### src/rtl/feature_stream_pkg.sv
// Shared types and sizing helpers for the feature streamer.
// Provides the controller state enum, default map geometry, and the helper
// functions that derive group/beat counts and safe field widths from it.
package feature_stream_pkg;

  typedef enum logic [1:0] {IDLE, STREAM, DRAIN, DONE} state_t;

  localparam int DEF_CHANNELS     = 40;
  localparam int DEF_FEATURE_SIZE = 14;

  // Two pixels per group, so a square map holds side*side/2 groups.
  function automatic int groups_of(input int fs);
    return fs * fs / 2;
  endfunction

  function automatic int beats_of(input int fs, input int ch);
    return groups_of(fs) * ch;
  endfunction

  // $clog2(1) is 0; keep every field at least one bit wide.
  function automatic int width_of(input int v);
    return (v > 1) ? $clog2(v) : 1;
  endfunction

endpackage

### src/rtl/stream_skid_fifo.sv
// Two-entry FIFO holding beats between the feature-buffer read and the
// downstream ready/valid handshake.
// Ports: clk, rst_n (async low); push/din write; pop advances head;
// head is the oldest entry, visible combinationally; full/empty/count status.
// Caller never pushes into a full FIFO unless it pops in the same cycle.
module stream_skid_fifo #(
  parameter int W = 8
) (
  input  logic         clk,
  input  logic         rst_n,
  input  logic         push,
  input  logic         pop,
  input  logic [W-1:0] din,
  output logic [W-1:0] head,
  output logic         full,
  output logic         empty,
  output logic [1:0]   count
);

  logic [W-1:0] mem [2];
  logic         wr_ptr, rd_ptr;

  always_ff @(posedge clk or negedge rst_n) begin
    if (!rst_n) begin
      wr_ptr <= 1'b0;
      rd_ptr <= 1'b0;
      count  <= 2'd0;
    end else begin
      if (push) wr_ptr <= ~wr_ptr;
      if (pop)  rd_ptr <= ~rd_ptr;
      count <= count + {1'b0, push} - {1'b0, pop};
    end
  end

  // Payload needs no reset; the empty flag masks it downstream.
  always_ff @(posedge clk) begin
    if (push) mem[wr_ptr] <= din;
  end

  assign head  = mem[rd_ptr];
  assign full  = (count == 2'd2);
  assign empty = (count == 2'd0);

endmodule

### src/rtl/feature_streamer.sv
// Streams a stored feature map from a 1-cycle-latency feature buffer as
// 2-pixel beats (channel fastest, then row-major pixel pairs) with
// ready/valid backpressure.
// Ports: clk, rst_n (async low); start (sampled in IDLE); busy, done (pulse);
// mem_rd_en/mem_rd_addr/mem_rd_data buffer read port; data_out, channel_out,
// valid_out, out_row_idx, out_col_idx beat outputs; ready_in downstream accept.
module feature_streamer
  import feature_stream_pkg::*;
#(
  parameter  int N                = 16,
  parameter  int CHANNELS         = DEF_CHANNELS,
  parameter  int FEATURE_SIZE     = DEF_FEATURE_SIZE,
  parameter  int SPATIAL_PARALLEL = 2,
  localparam int BEATS            = beats_of(FEATURE_SIZE, CHANNELS),
  localparam int AW               = $clog2(BEATS),
  localparam int CW               = width_of(CHANNELS),
  localparam int PW               = $clog2(FEATURE_SIZE)
) (
  input  logic                           clk,
  input  logic                           rst_n,
  input  logic                           start,
  output logic                           busy,
  output logic                           done,
  output logic                           mem_rd_en,
  output logic [AW-1:0]                  mem_rd_addr,
  input  logic [SPATIAL_PARALLEL*N-1:0]  mem_rd_data,
  output logic [SPATIAL_PARALLEL*N-1:0]  data_out,
  output logic [SPATIAL_PARALLEL*CW-1:0] channel_out,
  output logic [SPATIAL_PARALLEL-1:0]    valid_out,
  input  logic                           ready_in,
  output logic [PW-1:0]                  out_row_idx,
  output logic [PW-1:0]                  out_col_idx
);

  typedef struct packed {
    logic [SPATIAL_PARALLEL*N-1:0] data;
    logic [CW-1:0]                 chan;
    logic [PW-1:0]                 row;
    logic [PW-1:0]                 col;
  } beat_t;

  state_t              state, state_nx;
  logic [CW-1:0]       chan;
  logic [PW-1:0]       row, col;
  logic [AW-1:0]       addr;
  logic                inflight;
  logic [CW+2*PW-1:0]  tag_q;
  beat_t               push_beat, head;
  logic                issue, pop, full, empty, room;
  logic [1:0]          count;
  logic                last_chan, last_col;

  assign last_chan = (chan == CW'(CHANNELS - 1));
  assign last_col  = (col == PW'(FEATURE_SIZE - 2));
  assign pop       = !empty && ready_in;

  // room: the FIFO holds nothing once this cycle's pop (if any) completes.
  assign room = (count == {1'b0, pop});

  // Credit: occupancy + in-flight read, net of this cycle's pop, stays < 2.
  // With a read in flight that needs the FIFO to drain to empty; without
  // one it only needs a free slot.
  assign issue = (state == STREAM) && (inflight ? room : (!full || pop));

  always_ff @(posedge clk or negedge rst_n) begin
    if (!rst_n) begin
      state    <= IDLE;
      chan     <= '0;
      row      <= '0;
      col      <= '0;
      addr     <= '0;
      inflight <= 1'b0;
      tag_q    <= '0;
    end else begin
      state    <= state_nx;
      inflight <= issue;
      if (state == IDLE) begin
        chan <= '0;
        row  <= '0;
        col  <= '0;
        addr <= '0;
      end else if (issue) begin
        // Position travels with the read so the output never recomputes it.
        tag_q <= {chan, row, col};
        addr  <= addr + AW'(1);
        if (last_chan) begin
          chan <= '0;
          if (last_col) begin
            col <= '0;
            row <= row + PW'(1);
          end else begin
            col <= col + PW'(2);
          end
        end else begin
          chan <= chan + CW'(1);
        end
      end
    end
  end

  always_comb begin
    state_nx = state;
    case (state)
      IDLE:    if (start) state_nx = STREAM;
      STREAM:  if (issue && addr == AW'(BEATS - 1)) state_nx = DRAIN;
      DRAIN:   if (!inflight && room) state_nx = DONE;
      DONE:    state_nx = IDLE;
      default: state_nx = IDLE;
    endcase
  end

  assign busy        = (state == STREAM) || (state == DRAIN);
  assign done        = (state == DONE);
  assign mem_rd_en   = issue;
  assign mem_rd_addr = addr;
  assign push_beat   = {mem_rd_data, tag_q};

  stream_skid_fifo #(.W($bits(beat_t))) u_fifo (
    .clk   (clk),
    .rst_n (rst_n),
    .push  (inflight),
    .pop   (pop),
    .din   (push_beat),
    .head  (head),
    .full  (full),
    .empty (empty),
    .count (count)
  );

  // Outputs read zero whenever no beat is presented.
  assign data_out    = empty ? '0 : head.data;
  assign out_row_idx = empty ? '0 : head.row;
  assign out_col_idx = empty ? '0 : head.col;

  for (genvar l = 0; l < SPATIAL_PARALLEL; l++) begin : g_lane
    assign valid_out[l]            = !empty;
    assign channel_out[l*CW +: CW] = empty ? '0 : head.chan;
  end

endmodule

### config.mk
export PLATFORM = sky130hd
export DESIGN_NAME = feature_streamer
export DESIGN_NICKNAME = d
export VERILOG_FILES = /design/src/rtl/feature_stream_pkg.sv /design/src/rtl/stream_skid_fifo.sv /design/src/rtl/feature_streamer.sv
export SDC_FILE = /design/constraint.sdc
export NUM_CORES = 1
export LEC_CHECK = 0
export ABC_CLOCK_PERIOD_IN_PS = 3930
export CAP_MARGIN = 10
export CORE_MARGIN = 2
export CORE_UTILIZATION = 50
export CTS_CLUSTER_DIAMETER = 30
export DETAILED_ROUTE_END_ITERATION = 6
export PLACE_DENSITY_LB_ADDON = 0.1
export SYNTH_ARGS = -nofsm -noshare
export SYNTH_HDL_FRONTEND = slang
export SYNTH_SLANG_ARGS = --single-unit
### constraint.sdc
create_clock -name clk -period 3.93 [get_ports clk]
set_input_delay 0.5895 -clock clk [delete_from_list [all_inputs] [get_ports clk]]
set_output_delay 0.5895 -clock clk [all_outputs]
set_load 0.05 [all_outputs]
==> results.cfg <==
[job]
maxCapViolCount = 0

[drt]
drc = 0
drt_first_pass_iters = 4
drt_wl_total_um = 11000
vias = 3601
wl_per_cell_um = 16.6
ant_nets = 0
drt_iter0_markers = 116
via_per_inst = 5.40

[worst_setup_path]
worstPathArrival_ns = 2.56
critPathMaxFanout = 21
cp-startpoint = u_fifo.rd_ptr
cp.required_ns = 3.34
startpoint_type = register
r2r-start = u_fifo.count[1]
end_kind = primary output
path_class = register to primary output

[cells_and_area]
area_growth_pct = 29.9
drive_gt1_frac = 0.118
design_area_mm2 = 0.00736
layout.cells.non_filler = 667
diodes = 0
utilization = 0.673
fin_nets = 560

[die]
die_h_um = 110
start_util = 0.518
ios = 105
row_count = 38
die_x_um = 110
dieArea_mm2 = 0.0122
core_area_mm2 = 0.0109

[clock_tree]
numCtsBuffers = 17
clockBufferDepth = 2
clock_sinks = 135
clk_latency_ns = 0.40
root_buffer = clkbuf_16
ctsHoldBuffers = 0
cts_tree = done
clk_pin_slew_ns = 0.05
cts_max_level = 4
cts_resized = 0
postCtsSetupBuffers = 0

[global_routing]
use_met1 = 0.230
grt_max_degree = 46
met2_usage = 0.321
grt_overflow = 0
track_usage = 0.186
grtUsageMet3 = 0.0450
grt_pass1_vias = 3675
top_usage_layer = met2
antenna_found_initial = 0
grt_first_pass_wirelength_um = 18100

[placement]
dp.cells = 635
finalWeightedCongestion = 0.738
dp_hpwl_um = 6960
port_buffers = 103
dpl_cell_area_mm2 = 0.00679

[timing]
drv_slew = 0
max_freq_mhz = 317
hold_violations = 0
setup_viol = 0
worstMarginPinSlew_ns = 1.11
slew_headroom = 0.258
tns_ns = 0
finalCritPeriodShare = 0.802
rsz0062_at_grt = no
period_minus_slack_ns = 3.15
fin_skew_ns = 0.00857

[synth]
syn_area_mm2 = 0.00567
ys_types = 43
yosys_warnings = 0
ys_seq_area_frac = 0.675
synth_area_per_cell_um2 = 13.8
syn_nets = 458
syn_inst = 412
synth_seq_cells = 135

[run_status]
status = finished, final reports clean

[min_path]
hold_class = input port to asynchronous set/reset pin
layout by cell type, fill, tap and decap left out, types with 8 or more instances in the layout:
cell / count
a21oi_1: 24
clkbuf_16: 17
clkdlybuf4s50_1: 101
dfrtp_1: 44
edfxtp_1: 90
ha_1: 10
inv_1: 8
mux2_2: 14
mux2i_1: 46
nand2_1: 8
nand3_1: 12
nor2_1: 49
o21ai_0: 14
or4_1: 9
worst max-delay path, stage by stage, from the launching register on:
cell	delay, ns
dfrtp_2	0.76
buf_4	0.31
mux2i_1	0.10
nor2_1	0.15
clkdlybuf4s50_1	0.83
layer usage:
metal  vias to the layer above  share of wire
li1                       1714              -
met1                      1786           0.44
met2                        91           0.51
met3                        10          0.038
met4                         0          0.013
met5                         -              0
area by class of cell:
cell class	instances	area (um2)
Multi-Input combinational cell	242	1690
Inverter	9	33.8
Clock inverter	12	134
Sequential cell	135	3830
Timing Repair Buffer	109	1070
Fill cell	843	3570
Clock buffer	20	437
Tap cell	140	175
path summary, 6_finish.rpt:
| path | slack, ns | cells after the start | end |
|---|---|---|---|
| max | 0.78 | 4 | channel_out[6] |
| min | 0.35 | 1 | mem_rd_addr[9] |
| max reg2reg | 1.20 | 8 | tag_q[12] |
| min reg2reg | 0.47 | 0 | u_fifo.mem[1][11] |
| max in group asynchronous | 2.88 | 1 | u_fifo.rd_ptr |
| min in group clk | 0.47 | 0 | u_fifo.mem[1][11] |
sequential cells by signal, summed over array words and instances, names as in the netlist:
signal	flops
tag_q	13
u_fifo.mem	90
row	4
state	2
col	3
u_fifo.count	2
chan	6
mem_rd_addr	12
u_fifo.wr_ptr	1
inflight	1
u_fifo.rd_ptr	1
logic make-up (layout without fill, tap and decap cells):
logic type	after synthesis	in the layout	share of synthesized area
other	1	1	0.000662
muxes	60	60	0.109
xor gates and xnor gates	5	5	0.00773
buffers and inverters	35	150	0.0300
AOI/OAI and AO/OA	50	50	0.0508
adders and majority gates	10	10	0.0221
and+or+nand+nor	116	116	0.104
DFF	135	135	0.675
cell usage after synthesis, drive strengths merged:
master   n  share of area
a211oi   1         0.0013
a21oi   24          0.021
a221oi   1         0.0015
a22oi    1         0.0022
a31oi    1         0.0011
a41oi    1         0.0015
and2     2         0.0022
and3     3         0.0033
buf     15          0.017
clkbuf  11         0.0075
conb     1        0.00066
dfrtp   45           0.20
edfxtp  90           0.48
ha      10          0.022
inv      9         0.0060
mux2    14          0.028
mux2i   46          0.081
nand2    9         0.0064
nand2b   3         0.0033
nand3   12          0.011
nand4    2         0.0022
nand4b   1         0.0015
nor2    50          0.033
nor2b    5         0.0055
nor3     3         0.0026
nor4     1         0.0011
nor4b    1         0.0015
o21ai   14          0.012
o31ai    6         0.0079
o41ai    1         0.0015
or2      2         0.0022
or3     10          0.012
or3b     2         0.0031
or4      9          0.012
or4b     1         0.0018
xnor2    3         0.0046
xor2     2         0.0031
stage by stage:
step / hold slack (ns) / setup WS [ns]
3_3_place_gp: 0.449 / 0.953
2_1_floorplan: 0.294 / 0.839
3_5_place_dp: 0.456 / 0.857
4_1_cts: 0.380 / 0.736
6_report: 0.355 / 0.776
5_1_grt: 0.433 / 0.652
Power is not shown: default switching activity piles up to over one toggle a cycle in this logic, so the estimate is an artifact.
